==> config.mk <==
export PLATFORM = sky130hd
export DESIGN_NAME = serial_adder_ctrl
export DESIGN_NICKNAME = d
export VERILOG_FILES = /design/src/rtl/serial_adder_ctrl.sv
export SDC_FILE = /design/constraint.sdc
export NUM_CORES = 1
export LEC_CHECK = 0
export BUFFER_PORTS_ARGS = -buffer_cell sky130_fd_sc_hd__buf_2
export CAP_MARGIN = 30
export CORE_MARGIN = 2
export CORE_UTILIZATION = 40
export CTS_BUF_LIST = sky130_fd_sc_hd__clkbuf_2 sky130_fd_sc_hd__clkbuf_4 sky130_fd_sc_hd__clkbuf_8
export DETAILED_ROUTE_END_ITERATION = 10
export GPL_TIMING_DRIVEN = 0
export PLACE_DENSITY = 0.73
export RECOVER_POWER = 50
export SYNTH_ARGS = -nofsm -noshare
export SYNTH_HDL_FRONTEND = slang
export SYNTH_SLANG_ARGS = --single-unit
==> constraint.sdc <==
create_clock -name clk -period 2.5 [get_ports clk]
set_input_delay 0.5 -clock clk [delete_from_list [all_inputs] [get_ports clk]]
set_output_delay 0.5 -clock clk [all_outputs]
set_load 0.005 [all_outputs]
==> src/rtl/serial_adder_ctrl.sv <==
// Bit-serial add/subtract controller driving one full-adder cell.
// Operands are captured on an in_valid/in_ready handshake. One bit is
// processed per clock, LSB first. The result is held on s/cout/ovf until
// the consumer takes it through the out_valid/out_ready handshake.
module serial_adder_ctrl #(
    parameter int WIDTH = 8
) (
    input  logic             clk,
    input  logic             reset,
    input  logic             in_valid,
    output logic             in_ready,
    input  logic [WIDTH-1:0] a,
    input  logic [WIDTH-1:0] b,
    input  logic             cin,
    input  logic             sub,
    output logic             out_valid,
    input  logic             out_ready,
    output logic [WIDTH-1:0] s,
    output logic             cout,
    output logic             ovf,
    output logic             busy
);
    localparam int CW = (WIDTH > 1) ? $clog2(WIDTH) : 1;
    localparam logic [CW-1:0] LAST = CW'(WIDTH - 1);

    typedef enum logic [1:0] {IDLE, RUN, DONE} state_t;

    state_t           state;
    logic [CW-1:0]    cnt;
    logic             carry;
    logic [WIDTH-1:0] opa;
    logic [WIDTH-1:0] opb;

    logic fa_a, fa_b, fa_sum, fa_cout;

    // The single full-adder cell, fed by the bit selected by the counter.
    assign fa_a    = opa[cnt];
    assign fa_b    = opb[cnt];
    assign fa_sum  = fa_a ^ fa_b ^ carry;
    assign fa_cout = (fa_a & fa_b) | (carry & (fa_a ^ fa_b));

    // Held low during reset so nothing is offered while the block is cleared;
    // acceptance is still possible on the first edge after deassert.
    assign in_ready = (state == IDLE) && !reset;

    // Controller FSM, datapath registers and registered handshake outputs.
    always_ff @(posedge clk or posedge reset) begin
        if (reset) begin
            state     <= IDLE;
            cnt       <= '0;
            carry     <= 1'b0;
            opa       <= '0;
            opb       <= '0;
            s         <= '0;
            cout      <= 1'b0;
            ovf       <= 1'b0;
            busy      <= 1'b0;
            out_valid <= 1'b0;
        end else begin
            case (state)
                IDLE: begin
                    if (in_valid) begin
                        // Subtract is a + ~b + 1; the external carry-in is ignored.
                        opa   <= a;
                        opb   <= sub ? ~b : b;
                        carry <= sub ? 1'b1 : cin;
                        cnt   <= '0;
                        s     <= '0;
                        cout  <= 1'b0;
                        ovf   <= 1'b0;
                        busy  <= 1'b1;
                        state <= RUN;
                    end
                end
                RUN: begin
                    s[cnt] <= fa_sum;
                    carry  <= fa_cout;
                    if (cnt == LAST) begin
                        // carry here is the carry into the MSB.
                        cout      <= fa_cout;
                        ovf       <= carry ^ fa_cout;
                        busy      <= 1'b0;
                        out_valid <= 1'b1;
                        state     <= DONE;
                    end else begin
                        cnt <= cnt + 1'b1;
                    end
                end
                DONE: begin
                    if (out_ready) begin
                        out_valid <= 1'b0;
                        state     <= IDLE;
                    end
                end
                default: state <= IDLE;
            endcase
        end
    end
endmodule

Yosys cells after proc, flatten, opt, wreduce, memory -nomap -nowiden
Cells that the tools add are included.
{ "op_classes": {"addsub": 1, "n_lt_le_gt_ge": 2, "n_eq_ne": 7, "muxes": 31, "bitwise_logic": 7, "reduce_logical": 12} }
{ "op_table": {"columns": ["operator", "count"], "rows": [
  ["$mux 8", 2],
  ["$pmux 8 s2", 1],
  ["$mux 1", 12],
  ["$reduce_and 3->1", 4],
  ["$pmux 1 s2", 5],
  ["$bwmux 8", 1],
  ["$ne 2x2->1 const B", 4],
  ["$not 8->8", 1],
  ["$bmux 1 s3", 2],
  ["$mux 2", 3],
  ["$mux 3", 2],
  ["$pmux 2 s3", 1],
  ["$pmux 3 s2", 1],
  ["$lt 3x4->1 const B", 1],
  ["$reduce_and 2->1", 2],
  ["$reduce_bool 2->1", 2],
  ["$add 3x1->3 const B", 1],
  ["$demux 1 s3", 1],
  ["$eq 3x3->1 const B", 1],
  ["$ge 3x1->1 const B", 1],
  ["$xor 1x1->1", 3],
  ["$and 1x1->1", 2],
  ["$eq 2x1->1 const B", 1],
  ["$eq 2x2->1 const B", 1],
  ["other kinds (4)", 5]
]} }
{ "totals": {"reg_bits": 34, "input_bits": 22, "out_inout_bits": 13} }

Depth between registers and ports, before layout
{ "depth": {"ltp_word": 8, "ltp_mapped": 7} }

Worst setup path before layout
Ideal clock, no wire load.
{ "synth_path": {"path_type": "register to register", "start": "register cnt[1]", "end": "register ovf", "setup_time_ns": 0.131, "arrival_time_ns": 1.921, "required_time_ns": 2.369, "slack_ns": 0.449, "stages_incl_launch_ff": 8, "n_path_buf": 1, "path_cell_list": "dfrtp_1 -> clkbuf_1 -> mux2_2 -> a32oi_1 -> nand3_1 -> fa_1 -> xnor2_1 -> o211ai_1"} }
{ "synth_between": {"elab_chain_len": 8, "word_cells_on_any_way": 14, "cone_classes": "eq/ne: 2; mux: 6; bitwise: 5; reduce/logical: 1"} }
{ "synth_lines": {"columns": ["item", "line_no", "text"], "rows": [
  ["start: declaration", "29", "logic [CW-1:0] cnt;"],
  ["start signal: assignment", "86", "cnt <= cnt + 1'b1;"],
  ["$bmux 1 s3 (on tied branches)", "37, 38", null],
  ["$mux 1 (on tied branches)", "37, 38", null],
  ["$xor 1x1->1", "40", "assign fa_cout = (fa_a & fa_b) | (carry & (fa_a ^ fa_b));"],
  ["$and 1x1->1", "40", null],
  ["$or 1x1->1", "40", null],
  ["$xor 1x1->1", "81", "ovf <= carry ^ fa_cout;"],
  ["$mux 1", "78", "if (cnt == LAST) begin"],
  ["$pmux 1 s2", "60", "case (state)"],
  ["end signal: assignment", "81", null],
  ["end: declaration", "20", "output logic ovf,"]
]} }
Parallel ways exist; a longest one is shown, timed or not. The select of a mux whose other input is x is not followed.
A chain may end at the register's enable or synchronous reset.

Final worst setup path
{ "layout_path": {"start": "register cnt[2]", "end": "register s[2]"} }
{ "layout_between": {"elab_chain_len": 6, "word_cells_on_any_way": 13, "cone_classes": "order compare: 2; mux: 8; bitwise: 2; reduce/logical: 1"} }
{ "layout_lines": {"columns": ["item", "line_no", "text"], "rows": [
  ["$lt 3x4->1 (not written as such), or another cell as far along", "76", "s[cnt] <= fa_sum;"],
  ["$logic_and 1x1->1 (not written as such), or another cell as far along", "76", null],
  ["$mux 1 (not written as such) or $xor 1x1->1 (tied branches)", "76, 39", null],
  ["$demux 1 s3 or $xor 1x1->1 (tied branches)", "76, 39", null],
  ["$bwmux 8 *", "76", null],
  ["$pmux 8 s2 *", "60", null],
  ["end signal: indexed assignment", "76", null],
  ["end: declaration", "18", "output logic [WIDTH-1:0] s,"]
]} }
Every way passes the cells marked *; elsewhere a longest branch is shown, timed or not. The select of a mux whose other input is x is not followed.

==> run_results.csv <==
group,metric,value,unit
synthesis,synth_top_area_cell,"dfrtp_1",
synthesis,ys_seq_area_frac,0.489,
finish,fillers,382,
synthesis,ys_ff_latch,34,
timing,clock_skew,0.0102,ns
critical_path,max_stage_delay,0.43,ns
clock_tree,clock_latency,0.29,ns
synthesis,synthTopCellsByCount,"34 x dfrtp_1, 29 x nand2_1, 12 x o21ai_0, 9 x xnor2_1, 8 x mux2i_1",
global_routing,grt_max_degree,20,
synthesis,netlist.area_leader.share,0.489,
critical_path,start_kind,"register",
detailed_routing,drt-pass1-iter-count,4,
clock_tree,cts.sinks,34,
synthesis,postSynthAreaPerCell,10.7,um2
critical_path,slowest_stage,"fa_1",
global_routing,first_global_vias,1327,
critical_path,worstRegToRegCells,6,
placement,place.gp.congestion,0.813,
placement,numPortBuffers,33,
synthesis,synthArstFlopShare,1.00,
critical_path,cp_max_fo,10,
floorplanning,initial_utilization,0.426,
critical_path,r2r_start,"cnt[2]$_DFFE_PP0P_",
timing,finalHoldViolCount,0,
clock_tree,cts_tree,"done",
critical_path,crit_required,2.65,ns
critical_path,crit_chain,"clkbuf_1, mux4_2, mux2_2, fa_1, inv_1, mux2i_1",
timing,tns,0,ns
pwr,p_per_area,1300,nW/um2
timing,period_share,0.940,
finish,nets,228,
synthesis,syn-cell-area,1740,um2
timing,fin_crit,2.35,ns
critical_path,setup.worst_path.class,"register to register",
clock_tree,cts_buffers,5,
pwr,peakVddDrop,0.000387,V
pwr,p_leak,0.00102,uW
global_routing,grtUsageTotal,0.155,
detailed_routing,antenna_left,0,
detailed_routing,vias_per_cell,5.07,
detailed_routing,vias,1288,
floorplanning,io_pins,35,
floorplanning,chipWidth,70.0,um
synthesis,synth.distinct_cells,33,
clock_tree,postCtsSetupRepairBufs,0,
finish,layout-drive-gt1-share,0.265,
floorplanning,die-area,4890,um2
finish,design_area,2070,um2
detailed_routing,wirelength,3430,um
critical_path,critPathArrivalTime,2.50,ns
floorplanning,rows,23,
synthesis,syn_nets,188,
timing,final-setup-viol-count,0,
clock_tree,cts_max_level,2,
timing,tightest_slew,1.04,ns
finish,area_growth_syn_to_layout,19.2,%
synthesis,ys_warn_count,0,
timing,rsz0062_at_grt,"no",
clock_tree,clockRootBuffer,"clkbuf_8",
synthesis,ys_top_cells_by_area,"dfrtp_1 49%, nand2_1 6.3%, mux2_4 5.2%",
synthesis,synth-edff-count,0,
timing,fmax,0.426,GHz
detailed_routing,drc,0,
global_routing,grt_first_pass_wirelength,6070,um
clock_tree,cts_resized,0,
hold_path,min_path_type,"input port to asynchronous set/reset pin",
flow_run,cap_viol_max_count,0,
detailed_routing,initialDrtViolationCount,72,
global_routing,gr-total-overflow,0,
clock_tree,clock_tree.buffer_depth,2,
status,status,"finished clean",
synthesis,synth_flop_cell,"dfrtp_1",
critical_path,r2r_slack,0.15,ns
global_routing,antenna_found_initial,0,
synthesis,syn_inst,163,
clock_tree,ctsHoldBuffers,0,
timing,slew_viol_final,0,
floorplanning,die-height,70.0,um
clock_tree,clk_transition_reported_paths,0.07,ns
detailed_routing,wl_per_cell,13.5,um
critical_path,rr_endpoint,"s[2]$_DFFE_PP0P_",
finish,n_antenna_cell,0,
critical_path,endpoint_kind,"register",
synthesis,yosysMostFrequentCell,"dfrtp_1",
placement,place_area,2000,um2
timing,slew_headroom,0.310,
placement,dpl.hpwl,2530,um
floorplanning,core,4090,um2
==> per-stage QoR <==
step | total power [uW] | util | instances | setup WS (ns) | hold WS [ns]
2_1_floorplan | 1870 | - | 163 | 0.449 | 0.445
3_3_place_gp | 2160 | 0.482 | 246 | 0.202 | 0.460
3_5_place_dp | 2220 | 0.488 | 247 | 0.146 | 0.471
4_1_cts | 2740 | 0.516 | 255 | 0.133 | 0.349
5_1_grt | 2920 | 0.508 | 254 | 0.0109 | 0.341
6_report | 2690 | 0.508 | 254 | 0.151 | 0.265
==> flip-flops by register name (all words and copies together), names as in the netlist <==
signal	count
ovf	1
state	2
s	8
busy	1
carry	1
cout	1
opb	8
opa	8
cnt	3
out_valid	1
==> worst max-delay path by stage <==
stage / from / endpoint / cells past startpoint
after floorplan: cnt[1]$_DFFE_PP0P_ / ovf$_DFFE_PP0P_ / 7
after global placement: cnt[1]$_DFFE_PP0P_ / s[4]$_DFFE_PP0P_ / 7
after detailed placement: cnt[1]$_DFFE_PP0P_ / s[2]$_DFFE_PP0P_ / 7
after CTS: cnt[1]$_DFFE_PP0P_ / s[2]$_DFFE_PP0P_ / 7
after global routing: cnt[2]$_DFFE_PP0P_ / s[5]$_DFFE_PP0P_ / 6
final: cnt[2]$_DFFE_PP0P_ / s[2]$_DFFE_PP0P_ / 6
==> power breakdown <==
group          leakage, uW  total [uW]  switching, uW  internal [uW]
clock            0.0000593         514            194            320
sequential        0.000418         981            174            806
combinational     0.000541        1190            618            576
==> cells by family after synthesis <==
| logic type | after synthesis | synth area share |
|---|---|---|
| AOI/OAI and AO/OA | 28 | 0.0935 |
| xor gates and xnor gates | 9 | 0.0453 |
| adders and majority gates | 3 | 0.0259 |
| buffers and inverters | 17 | 0.0496 |
| DFF | 34 | 0.489 |
| muxes | 22 | 0.162 |
| and+or+nand+nor | 50 | 0.134 |
==> routing by layer <==
layer / vias up / GRT usage / wire (um)
met3: 7 / 0.0433 / 172
met2: 28 / 0.252 / 1680
li1: 636 / - / -
met1: 617 / 0.195 / 1520
met5: - / 0 / 0
met4: 0 / 0.0577 / 55
==> cells in the final DEF (no fill, tap or decap), types with 5 or more instances in the layout <==
master	netlist	routed
inv_1	6	6
a21oi_1	6	6
nor2b_1	5	5
clkbuf_1	6	12
mux2i_1	8	8
nand2_1	29	29
xnor2_1	9	9
mux2_2	6	6
o21ai_0	12	12
clkbuf_8	0	5
dfrtp_1	34	34
buf_2	3	30
mux2_4	6	6
==> cell type report <==
class,instances,area (um2),area share
clock buffers,7,83.8,0.0404
clock inverters,1,30.0,0.0145
plain buffers,10,60.1,0.0290
multi-input cells,112,803,0.387
repair buffers,34,161,0.0778
inverters,6,22.5,0.0109
well taps,50,62.6,0.0302
flip-flops and latches,34,851,0.410
==> worst max-delay path: cells and delay by family, from the launching register on <==
family,cells,cell delay (ns)
DFF,1,0.38
buffers and inverters,2,0.62
muxes,3,0.79
adders and majority gates,1,0.43
(Power assumes the default switching activity.)
